$ cat src/rtl/speed_uart_rx_pkg.sv
// rtl/speed_uart_rx_pkg.sv - shared constants and FSM encoding for the speed word UART receiver
package speed_uart_rx_pkg;

  localparam int DEF_DATA_SIZE = 14;
  localparam int DEF_SYS_FREQ  = 50000000;
  localparam int DEF_BAUD_RATE = 11500;
  localparam int DEF_SAMPLE    = 16;

  typedef logic [2:0] state_t;

  localparam state_t ST_IDLE   = 3'd0;
  localparam state_t ST_START  = 3'd1;
  localparam state_t ST_DATA   = 3'd2;
  localparam state_t ST_PARITY = 3'd3;
  localparam state_t ST_STOP   = 3'd4;

endpackage

$ cat src/rtl/speed_uart_rx_tick.sv
// rtl/speed_uart_rx_tick.sv - free-running oversample tick generator
module uart_rx_tick #(
  parameter int BAUD_DVSR = 271
) (
  input  logic clk,
  input  logic reset_n,
  output logic tick
);

  localparam int CNT_W = (BAUD_DVSR > 1) ? $clog2(BAUD_DVSR) : 1;
  localparam logic [CNT_W-1:0] CNT_LAST = CNT_W'(BAUD_DVSR - 1);

  logic [CNT_W-1:0] cnt_q;
  logic [CNT_W-1:0] cnt_d;

  // Terminal count raises tick for one clk and wraps the counter
  always_comb begin
    tick  = (cnt_q == CNT_LAST);
    cnt_d = tick ? '0 : cnt_q + 1'b1;
  end

  // Divider counter register
  always_ff @(posedge clk or negedge reset_n) begin
    if (!reset_n) cnt_q <= '0;
    else          cnt_q <= cnt_d;
  end

endmodule

$ cat src/rtl/speed_uart_rx.sv
// rtl/speed_uart_rx.sv - oversampling UART receiver with even parity, framing and overrun flags
module speed_uart_rx
  import speed_uart_rx_pkg::*;
#(
  parameter int DATA_SIZE = DEF_DATA_SIZE,
  parameter int SYS_FREQ  = DEF_SYS_FREQ,
  parameter int BAUD_RATE = DEF_BAUD_RATE,
  parameter int SAMPLE    = DEF_SAMPLE,
  parameter int BAUD_DVSR = SYS_FREQ / (SAMPLE * BAUD_RATE)
) (
  input  logic                 clk,
  input  logic                 reset_n,
  input  logic                 serial_data_in,
  input  logic                 rx_ready,
  output logic [DATA_SIZE-1:0] rx_data,
  output logic                 rx_valid,
  output logic                 parity_err,
  output logic                 frame_err,
  output logic                 overrun
);

  localparam int SCNT_W = (SAMPLE > 2) ? $clog2(SAMPLE) : 1;
  localparam int BCNT_W = (DATA_SIZE > 2) ? $clog2(DATA_SIZE) : 1;
  localparam logic [SCNT_W-1:0] S_MID  = SCNT_W'(SAMPLE / 2 - 1);
  localparam logic [SCNT_W-1:0] S_LAST = SCNT_W'(SAMPLE - 1);
  localparam logic [BCNT_W-1:0] B_LAST = BCNT_W'(DATA_SIZE - 1);

  logic                 tick;
  logic                 rx_line;
  logic                 stop_sample;

  logic [1:0]           sync_q, sync_d;
  state_t               state_q, state_d;
  logic [SCNT_W-1:0]    s_cnt_q, s_cnt_d;
  logic [BCNT_W-1:0]    b_cnt_q, b_cnt_d;
  logic [DATA_SIZE-1:0] shift_q, shift_d;
  logic                 par_q, par_d;
  logic [DATA_SIZE-1:0] rx_data_q, rx_data_d;
  logic                 rx_valid_q, rx_valid_d;
  logic                 parity_err_q, parity_err_d;
  logic                 frame_err_q, frame_err_d;
  logic                 overrun_q, overrun_d;

  uart_rx_tick #(.BAUD_DVSR(BAUD_DVSR)) u_tick (
    .clk     (clk),
    .reset_n (reset_n),
    .tick    (tick)
  );

  assign rx_line = sync_q[1];

  // Bit framing FSM plus output register update; a good word may load in the
  // same clk as a handshake, which is why the handshake clear comes first
  always_comb begin
    sync_d       = {sync_q[0], serial_data_in};
    state_d      = state_q;
    s_cnt_d      = s_cnt_q;
    b_cnt_d      = b_cnt_q;
    shift_d      = shift_q;
    par_d        = par_q;
    rx_data_d    = rx_data_q;
    rx_valid_d   = rx_valid_q;
    parity_err_d = parity_err_q;
    frame_err_d  = 1'b0;
    overrun_d    = overrun_q;
    stop_sample  = 1'b0;

    if (rx_valid_q && rx_ready) begin
      rx_valid_d = 1'b0;
      overrun_d  = 1'b0;
    end

    if (tick) begin
      case (state_q)
        ST_IDLE: begin
          if (!rx_line) begin
            state_d = ST_START;
            s_cnt_d = '0;
          end
        end
        ST_START: begin
          if (s_cnt_q == S_MID) begin
            s_cnt_d = '0;
            b_cnt_d = '0;
            state_d = rx_line ? ST_IDLE : ST_DATA;
          end else begin
            s_cnt_d = s_cnt_q + 1'b1;
          end
        end
        ST_DATA: begin
          if (s_cnt_q == S_LAST) begin
            s_cnt_d = '0;
            shift_d = {rx_line, shift_q[DATA_SIZE-1:1]};
            if (b_cnt_q == B_LAST) state_d = ST_PARITY;
            else                   b_cnt_d = b_cnt_q + 1'b1;
          end else begin
            s_cnt_d = s_cnt_q + 1'b1;
          end
        end
        ST_PARITY: begin
          if (s_cnt_q == S_LAST) begin
            s_cnt_d = '0;
            par_d   = rx_line;
            state_d = ST_STOP;
          end else begin
            s_cnt_d = s_cnt_q + 1'b1;
          end
        end
        ST_STOP: begin
          if (s_cnt_q == S_LAST) begin
            s_cnt_d     = '0;
            state_d     = ST_IDLE;
            stop_sample = 1'b1;
          end else begin
            s_cnt_d = s_cnt_q + 1'b1;
          end
        end
        default: state_d = ST_IDLE;
      endcase
    end

    if (stop_sample) begin
      if (!rx_line) begin
        frame_err_d = 1'b1;
      end else if (!rx_valid_q || rx_ready) begin
        rx_data_d    = shift_q;
        rx_valid_d   = 1'b1;
        parity_err_d = (^shift_q) ^ par_q;
      end else begin
        overrun_d = 1'b1;
      end
    end
  end

  // State and output registers; the synchronizer resets to the idle line level
  always_ff @(posedge clk or negedge reset_n) begin
    if (!reset_n) begin
      sync_q       <= 2'b11;
      state_q      <= ST_IDLE;
      s_cnt_q      <= '0;
      b_cnt_q      <= '0;
      shift_q      <= '0;
      par_q        <= 1'b0;
      rx_data_q    <= '0;
      rx_valid_q   <= 1'b0;
      parity_err_q <= 1'b0;
      frame_err_q  <= 1'b0;
      overrun_q    <= 1'b0;
    end else begin
      sync_q       <= sync_d;
      state_q      <= state_d;
      s_cnt_q      <= s_cnt_d;
      b_cnt_q      <= b_cnt_d;
      shift_q      <= shift_d;
      par_q        <= par_d;
      rx_data_q    <= rx_data_d;
      rx_valid_q   <= rx_valid_d;
      parity_err_q <= parity_err_d;
      frame_err_q  <= frame_err_d;
      overrun_q    <= overrun_d;
    end
  end

  assign rx_data    = rx_data_q;
  assign rx_valid   = rx_valid_q;
  assign parity_err = parity_err_q;
  assign frame_err  = frame_err_q;
  assign overrun    = overrun_q;

endmodule

$ cat config.mk
export PLATFORM = sky130hd
export DESIGN_NAME = speed_uart_rx
export DESIGN_NICKNAME = d
export VERILOG_FILES = /design/src/rtl/speed_uart_rx_pkg.sv /design/src/rtl/speed_uart_rx_tick.sv /design/src/rtl/speed_uart_rx.sv
export SDC_FILE = /design/constraint.sdc
export NUM_CORES = 1
export LEC_CHECK = 0
export BUFFER_PORTS_ARGS = -buffer_cell sky130_fd_sc_hd__buf_2
export CORE_MARGIN = 2
export CORE_UTILIZATION = 60
export CTS_BUF_LIST = sky130_fd_sc_hd__clkbuf_2 sky130_fd_sc_hd__clkbuf_4 sky130_fd_sc_hd__clkbuf_8
export DETAILED_ROUTE_END_ITERATION = 8
export PLACE_DENSITY = 0.78
export SKIP_LAST_GASP = 1
export SYNTH_ARGS = -nofsm -noshare
export SYNTH_HDL_FRONTEND = slang
export SYNTH_HIERARCHICAL = 1
export SYNTH_SLANG_ARGS = --single-unit
export TNS_END_PERCENT = 20
$ cat constraint.sdc
create_clock -name clk -period 2.8 [get_ports clk]
set_input_delay 0 -clock clk [delete_from_list [all_inputs] [get_ports clk]]
set_output_delay 0 -clock clk [all_outputs]
set_load 0.03 [all_outputs]
==> results.cfg <==
[grt]
grt_pass1_vias = 1782
track_usage = 0.207
grt_first_pass_wirelength_mm = 8.38
overflow = 0
antenna_found_initial = 0
grt_max_degree = 36

[timing]
finalCritPeriodShare = 0.763
setup_slack_ps = 664
hold_viol_final = 0
drv_slew = 0
clock_skew_ps = 12.2
slew_headroom = 0.487
fin_setup_tns_ps = 0
setup_viol = 0
fin_crit_ps = 2140
rsz0062_at_grt = no
whs_ps = 309
clock.fmax_ghz = 0.468
max_slew.worst_pin.slew_ps = 770

[cts]
clockBufferDepth = 2
cts_buffers = 5
clock_latency_ps = 300
cts_setup_buffers = 0
path_clk_slew_ps = 90
cts_sinks = 55
cts_tree = built
root_buffer = clkbuf_8
cts_hold_buffers = 3
cts_repair_resize_count = 0
cts_max_level = 2

[floorplan]
die-area_um2 = 5040
dieHeight_um = 71.0
ioPinCount = 22
num_rows = 24
initial_core_util = 0.619
die_x_um = 71.0
core_um2 = 4350

[setup_path]
worst_setup_path_start_kind = register
path_class = reg2reg
crit_path_top_delay_cell = dfrtp_1
crit_path_frequent_cell = nand3_1
worstSetupEndpointType = register
cp_data_required_time_ps = 3000
critPathMaxStageDelay_ps = 410
crit_chain = inv_1, ha_1, nand2b_1, nor4_4, buf_4, nand3_1, nor2_1, nand3_1, o31ai_1
crit_path_max_fanout = 11
worst_ep_arrival_time_ps = 2340

[routing]
viasPerCell = 5.95
routedWlPerCell_um = 15.7
first_pass_iters = 4
wl_mm = 4.60
first_iter_violations = 161
drc = 0
detail-route-antenna-nets = 0
dr_total_vias = 1736

[synthesis]
ys.flop_type = dfrtp_1
yosys_warnings = 6
ys_ff_latch = 55
syn_area_per_cell_um2 = 12.7
async_flop_share = 1.00
ys_seq_area_frac = 0.512
syn_inst = 212
syn-num-nets = 221
yosysUniqueCellTypes = 57
synth_area_um2 = 2690
synth_edf_count = 0

[cells_and_area]
drive_gt1_frac = 0.250
nFillCells = 318
nNetsFinal = 248
design_area_um2 = 3000
antenna_cells = 0
syn_to_final_growth_pct = 11.4

[placement]
port_buffers = 21
gp_congestion = 0.851
dpl.hpwl_mm = 3.19
dp_slack_ps = 676
place_area_um2 = 2840

[flow_run]
cap_violations = 0

[pwr]
p_leak_nw = 1.49
power_density_nw_per_um2 = 474
p_total_w = 0.00142
ir_drop_v = 0.000434

[worst_hold_path]
hold_class = in2async

[outcome]
outcome = finished, final reports clean
==> through the flow <==
stage,instances,utilization
finish,292,0.689
global route,292,0.689
CTS,292,0.689
detailed placement,281,0.651
global placement,281,0.651
floorplan,212,-
==> metal layers <==
layer,GRT usage,part of all wire,vias up
li1,-,-,818
met3,0.0356,0.047,6
met1,0.300,0.47,866
met4,0.0461,0.0098,0
met2,0.331,0.47,46
met5,0,0,-
==> logic make-up (layout without fill, tap and decap cells) <==
| group | count (synthesis) | count (layout) | synth area share |
|---|---|---|---|
| AO/OA/AOI/OAI | 26 | 26 | 0.0748 |
| XOR/XNOR | 17 | 17 | 0.0706 |
| flip-flops | 55 | 55 | 0.512 |
| buffers and inverters | 12 | 40 | 0.0260 |
| adder cells (fa/ha/maj) | 6 | 6 | 0.0269 |
| multiplexers | 31 | 31 | 0.131 |
| AND/OR/NAND/NOR | 65 | 65 | 0.159 |
==> state kept, by name, indices dropped and copies added, names as in the netlist <==
signal	flops
rx_data	14
shift_q	14
u_tick/cnt_q	9
b_cnt_q	4
s_cnt_q	4
state_q	3
sync_q	2
frame_err	1
overrun	1
par_q	1
parity_err	1
rx_valid	1
==> where the power goes <==
group	total, W	internal, W	switching [W]
registers	0.000798	0.000796	0.00000168
clock network	0.000603	0.000367	0.000236
logic	0.0000238	0.00000656	0.0000172
==> cell usage after synthesis (3+ instances only) <==
cell type  instances  area (um^2)
nand2b_1           3         18.8
nor3_1             5         25.0
nand3_1           12         60.1
xnor2_1           10         87.6
nand2_1            6         22.5
mux2_2            10          113
inv_1              5         18.8
o21ai_0            4         20.0
xor2_1             4         35.0
mux2_1            19          214
buf_6              3         33.8
o21ai_1            3         15.0
a21oi_1            3         15.0
xnor3_1            3         67.6
ha_1               5         62.6
nor2_1            14         52.6
dfrtp_1           53         1330
==> final timing paths <==
path	from	to	slack [ps]	cells past startpoint
hold / removal	reset_n	s_cnt_q[3]$_DFFE_PN0P_	310	2
hold reg to reg	sync_q[0]$_DFF_PN1_	sync_q[1]$_DFF_PN1_	360	0
min in group clk	serial_data_in	sync_q[0]$_DFF_PN1_	360	2
setup reg to reg	u_tick/cnt_q[0]$_DFF_PN0_	b_cnt_q[3]$_DFFE_PN0P_	660	9
setup / recovery	u_tick/cnt_q[0]$_DFF_PN0_	b_cnt_q[3]$_DFFE_PN0P_	660	9
max in group asynchronous	reset_n	sync_q[1]$_DFF_PN1_	1680	3
==> placed cells by master (no fill, tap or decap), drive strengths merged, types with 3 or more instances in the layout <==
cell / netlist / layout
inv: 5 / 5
o21ai: 8 / 8
nor2: 15 / 15
dfrtp: 53 / 53
clkbuf: 2 / 6
nand2: 6 / 6
a21oi: 4 / 4
xor2: 4 / 4
nand2b: 4 / 4
or3b: 3 / 3
dlygate4sd3: 0 / 3
nand4: 3 / 3
ha: 5 / 5
nor3: 5 / 5
nand3: 13 / 13
buf: 5 / 24
xnor2: 10 / 10
mux2: 30 / 30
xnor3: 3 / 3
==> worst max-delay path: cells and delay by family (launching register included) <==
| kind | cells | cell delay [ps] |
|---|---|---|
| fa+ha+maj | 1 | 140 |
| simple gates | 5 | 920 |
| compound gates | 1 | 280 |
| flops | 1 | 410 |
| buf+inv | 2 | 300 |
==> layout make-up <==
class                   instances  area [um^2]  area share
clock buffers                   6         76.3      0.0254
well taps                      52         65.1      0.0217
flip-flops and latches         55         1380       0.459
inverters                       5         18.8     0.00625
repair buffers                 27          158      0.0525
clock inverters                 2         60.1      0.0200
multi-input cells             145         1240       0.415
No activity file was read; power rests on OpenSTA's default activity.
